File: config.mk
export PLATFORM = sky130hd
export DESIGN_NAME = piso_tx
export DESIGN_NICKNAME = d
export VERILOG_FILES = /design/src/rtl/piso_tx_pkg.sv /design/src/rtl/piso_tx_dff_ar.sv /design/src/rtl/piso_tx.sv
export SDC_FILE = /design/constraint.sdc
export NUM_CORES = 1
export LEC_CHECK = 0
export ABC_AREA = 0
export BUFFER_PORTS_ARGS = -buffer_cell sky130_fd_sc_hd__buf_2
export CAP_MARGIN = 20
export CORE_UTILIZATION = 35
export CTS_CLUSTER_SIZE = 20
export DETAILED_ROUTE_END_ITERATION = 10
export GPL_TIMING_DRIVEN = 0
export PLACE_DENSITY_LB_ADDON = 0.1
export REMOVE_ABC_BUFFERS = 1
export SLEW_MARGIN = 25
export SYNTH_ARGS = -nofsm -noshare
export SYNTH_HDL_FRONTEND = slang
export SYNTH_SLANG_ARGS = --single-unit
File: constraint.sdc
create_clock -name Clk -period 1.7 [get_ports Clk]
set_input_delay 0.17 -clock Clk [delete_from_list [all_inputs] [get_ports Clk]]
set_output_delay 0.17 -clock Clk [all_outputs]
set_load 0.01 [all_outputs]
File: src/rtl/piso_tx_pkg.sv
// piso_tx_pkg: state encoding and default word width shared by the piso_tx slice.
package piso_tx_pkg;
  typedef enum logic [1:0] {
    IDLE  = 2'b00,
    SHIFT = 2'b01,
    DONE  = 2'b10
  } state_e;
  localparam int WIDTH_DEF = 4;
endpackage

File: src/rtl/piso_tx_dff_ar.sv
// dff_ar: rising-edge master-slave D flip-flop with async active-high reset and Q/nQ outputs.
module dff_ar (
  input  logic clk,
  input  logic rst,
  input  logic d,
  output logic q,
  output logic qn
);
  logic m_q;
  // Master is transparent while clk is low; slave takes its value on the rising edge.
  always_latch begin
    if (rst) m_q <= 1'b0;
    else if (!clk) m_q <= d;
  end
  always_ff @(posedge clk or posedge rst) begin
    if (rst) q <= 1'b0;
    else q <= m_q;
  end
  assign qn = ~q;
endmodule

File: src/rtl/piso_tx.sv
// piso_tx: loads a WIDTH-bit word and shifts it out MSB-first on Q/nQ with Busy/Done status.
module piso_tx
  import piso_tx_pkg::*;
#(
  parameter int WIDTH = WIDTH_DEF,
  parameter int CW    = 4
) (
  input  logic             Clk,
  input  logic             Rst,
  input  logic             Load,
  input  logic [WIDTH-1:0] Din,
  output logic             Q,
  output logic             nQ,
  output logic             Busy,
  output logic             Done
);
  logic [1:0]       st_q, st_n, st_d;
  logic             q_d;
  logic [WIDTH-1:0] shreg_q, shreg_d;
  logic [CW-1:0]    cnt_q, cnt_d;
  logic             idle, accept;
  // Status decodes use both rails so the unreachable code 2'b11 reads as neither busy nor done.
  assign idle   = st_n[1] & st_n[0];
  assign Busy   = st_n[1] & st_q[0];
  assign Done   = st_q[1] & st_n[0];
  assign accept = (idle | Done) & Load;
  always_comb begin
    st_d    = IDLE;
    q_d     = 1'b0;
    shreg_d = shreg_q;
    cnt_d   = cnt_q;
    if (accept) begin
      st_d    = SHIFT;
      q_d     = Din[WIDTH-1];
      shreg_d = Din;
      cnt_d   = CW'(WIDTH - 1);
    end else if (Busy && cnt_q != '0) begin
      st_d    = SHIFT;
      q_d     = shreg_q[WIDTH-2];
      shreg_d = shreg_q << 1;
      cnt_d   = cnt_q - CW'(1);
    end else if (Busy) begin
      st_d = DONE;
    end
  end
  always_ff @(posedge Clk or posedge Rst) begin
    if (Rst) begin
      shreg_q <= '0;
      cnt_q   <= '0;
    end else begin
      shreg_q <= shreg_d;
      cnt_q   <= cnt_d;
    end
  end
  for (genvar i = 0; i < 2; i++) begin : g_st
    dff_ar u_st (.clk(Clk), .rst(Rst), .d(st_d[i]), .q(st_q[i]), .qn(st_n[i]));
  end
  dff_ar u_q (.clk(Clk), .rst(Rst), .d(q_d), .q(Q), .qn(nQ));
endmodule

==> run summary <==
Outcome
• finished, final reports clean — run status

Synthesis
• sky130_fd_sc_hd__dfrtp_1 — most instantiated library cell after synthesis
• sky130_fd_sc_hd__dfrtp_1 46%, sky130_fd_sc_hd__dlxtp_1 8.2%, sky130_fd_sc_hd__ha_1 4.6% — top cells by area in the synthesized netlist
• 76.9% — fraction of synthesis flops using an asynchronous set or reset pin
• sky130_fd_sc_hd__dfrtp_1 — library cell with the largest summed area after synthesis
• 45.7% — fraction of post-synthesis cell area in the top cell type by area
• 55 — number of instances in the synthesized netlist
• 548 um^2 — Mapped Area
• 13 — number of register bits inferred by synthesis
• 10 x sky130_fd_sc_hd__dfrtp_1, 5 x sky130_fd_sc_hd__o21ai_0, 4 x sky130_fd_sc_hd__a21oi_1, 4 x sky130_fd_sc_hd__inv_1, 4 x sky130_fd_sc_hd__nand2_1 — Commonest cells post-synth
• sky130_fd_sc_hd__dfrtp_1 — main flop type after synthesis
• 9.96 um^2 — mean instance size in the synthesized netlist
• 23 — number of library cell types mapped by synthesis
• 0 — Yosys warning count
• 0 — count of flip-flops with a built-in enable after synthesis

Place
• 0.721 — RD Place Congestion
• 748 um — dpl hpwl
• -0.0642 ns — Post-Place Worst Slack
• 10 — number of port buffers

Timing
• 0 — count of endpoints failing setup in the final report
• 0 ns — Worst Slack Setup Final
• true — RSZ-0062 raised after global routing
• 0.0692 ns — hold slack
• 0 — final hold violations
• 63.8% — relative slew slack
• 0.0346 ns — post-route clock skew
• 0 — final slew viol count
• 0.542 ns — Least-Margin Pin Slew

Worst setup path
• 5 — R2R depth
• 7 — CP max FO
• 1.87 ns — critical path arrival
• flop — sort of element at the start of the critical path
• latch — CP Capture Type
• 1.87 ns — Required @ worst endpoint
• cnt_q[0]$_DFFE_PP0P_ — startpoint of the worst-slack reg-to-reg timing path
• flop to latch — start-to-end type of the worst setup path
• u_q.m_q$_DLATCH_P_ — capturing point of the worst reg2reg path
• 0 ns — minimum setup slack among reg-to-reg paths

Floorplan
• 11 — I/O pin count
• 39.6% — initial standard-cell utilization of the core
• 1380 um^2 — CORE AREA
• 41.6 um — DIE HEIGHT
• 1730 um^2 — DIE AREA
• 13 — placement row count
• 41.6 um — width of the chip

Hold path
• Load — Min-Delay Startpoint
• input port to latch — min-delay worst type
• 3 — Min-Delay Path Depth
• g_st[0].u_st.m_q$_DLATCH_P_ — terminating pin of the worst hold path

Layout
• 44.3% — layout overhead on the synthesized area
• 92 — fin nets
• 117 — final-layout fill cell count
• 34.9% — fraction of layout cells with a size suffix above 1
• 0 — ant diodes

Clock tree
• 0.55 ns — insertion delay to the later sink of the worst-skew pair
• 0.06 ns — clock-pin slew reported for the worst setup and hold paths after clock tree synthesis
• done — clock tree from TritonCTS

Pwr
• 0.892 mW — total power consumption of the routed design
• 0.596 mV — peak ir drop on the vdd network
• 0.389 nW — leakage power summed over all cells
• 1130 nW/um^2 — areal power density over the cells

Drt
• 10 — Starting DRT DRC Count
• 5.15 — post-DR vias/cell
• 0 — Post-route DRC
• 0 — remaining antenna violation count after routing
• 1.31 mm — total wire length
• 4 — total iterations of the first detailed-routing run
• 13.3 um — Routed WL per cell
• 505 — via count

GRT
• 0 — antenna violations before repair
• 2.18 mm — wire length of the first global-routing pass
• 12 — maximum number of pins on one net before global-route repair
• 0 — sum of overflow across all layers after global routing
• 19.3% — GRT Total Usage
• 530 — vias in the first global route

Run
• 0 — max-capacitance violation count

-- logic make-up (layout without fill, tap and decap cells) --
kind of cell | count (synthesis) | count (layout) | synth area share (%)
compound gates | 16 | 16 | 17.1
fa+ha+maj | 2 | 2 | 4.57
buf+inv | 6 | 34 | 5.48
flops | 10 | 10 | 45.7
latches | 3 | 3 | 8.22
mux | 1 | 1 | 1.83
simple gates | 17 | 17 | 17.1
-- routing by layer --
metal,track usage [%],share of wire (%),vias up
li1,-,-,246
met1,19.5,47,235
met2,22.5,43,20
met3,18.7,8.4,4
met4,16.8,1.9,0
met5,0,0,-
-- where the power goes --
part	leakage (nW)	total, mW	switching (mW)	internal (mW)
clock	0.0561	0.439	0.156	0.283
sequential	0.146	0.320	0.0230	0.297
combinational	0.187	0.133	0.0736	0.0590
total	0.389	0.892	0.253	0.639
-- repair_timing --
action	4_1_cts	5_1_grt
setup buffers	0	1
hold buffers	6	0
endpoints found under the setup margin	3	5
endpoints found under the hold margin	17	0
pin swaps	0	1
resized for setup	1	5
-- layout by cell type (no fill, tap or decap), drive strengths merged --
master	n
nor3	2
buf	11
nand2b	2
nand3	1
or3b	1
o211ai	2
o31ai	1
inv	5
nand2	4
dlygate4sd3	6
a21oi	4
ha	2
a31oi	2
mux2i	1
dfrtp	10
nor2b	2
or3	1
nor2	3
nor3b	1
a32oi	1
o21ai	6
dlxtp	3
clkbuf	12
-- final cells by class --
type	instances	area, um^2	share of cell area, %
Timing Repair Buffer	17	118	14.9
Tap cell	15	18.8	2.37
Clock buffer	12	92.6	11.7
Inverter	5	18.8	2.37
Sequential cell	13	295	37.3
Multi-Input combinational cell	36	248	31.3
-- per-stage QoR --
step | util, % | TNS, ns | instances | cell area, um^2
final | 57.2 | 0 | 98 | 791
after global routing | 57.2 | -0.0467 | 98 | 791
after CTS | 55.0 | 0 | 97 | 761
after detailed placement | 43.8 | -0.0769 | 79 | 606
after global placement | 43.8 | -0.0751 | 79 | 606
after floorplan | - | 0 | 54 | 537
-- flip-flops by register name, indices dropped and copies added (netlist names) --
register       flops
u_q.m_q            1
g_st.u_st.m_q      2
g_st.u_st.q        2
u_q.q              1
cnt_q              4
shreg_q            3
-- worst max-delay path, stage by stage, from the launching register on --
cell	delay, ns
sky130_fd_sc_hd__dfrtp_1	0.39
sky130_fd_sc_hd__inv_1	0.11
sky130_fd_sc_hd__ha_1	0.16
sky130_fd_sc_hd__or3b_4	0.44
sky130_fd_sc_hd__a32oi_2	0.22
sky130_fd_sc_hd__nor2_1	0.05
-- worst max path at each step --
stage | from | to | cells past startpoint
finish | cnt_q[0]$_DFFE_PP0P_ | u_q.m_q$_DLATCH_P_ | 5
global route | u_q.m_q$_DLATCH_P_ | u_q.q$_DFF_PP0_ | 1
CTS | cnt_q[0]$_DFFE_PP0P_ | u_q.m_q$_DLATCH_P_ | 5
detailed placement | u_q.m_q$_DLATCH_P_ | u_q.q$_DFF_PP0_ | 0
global placement | u_q.m_q$_DLATCH_P_ | u_q.q$_DFF_PP0_ | 0
floorplan | cnt_q[0]$_DFFE_PP0P_ | u_q.m_q$_DLATCH_P_ | 5
No activity file was read; power rests on OpenSTA's default activity.
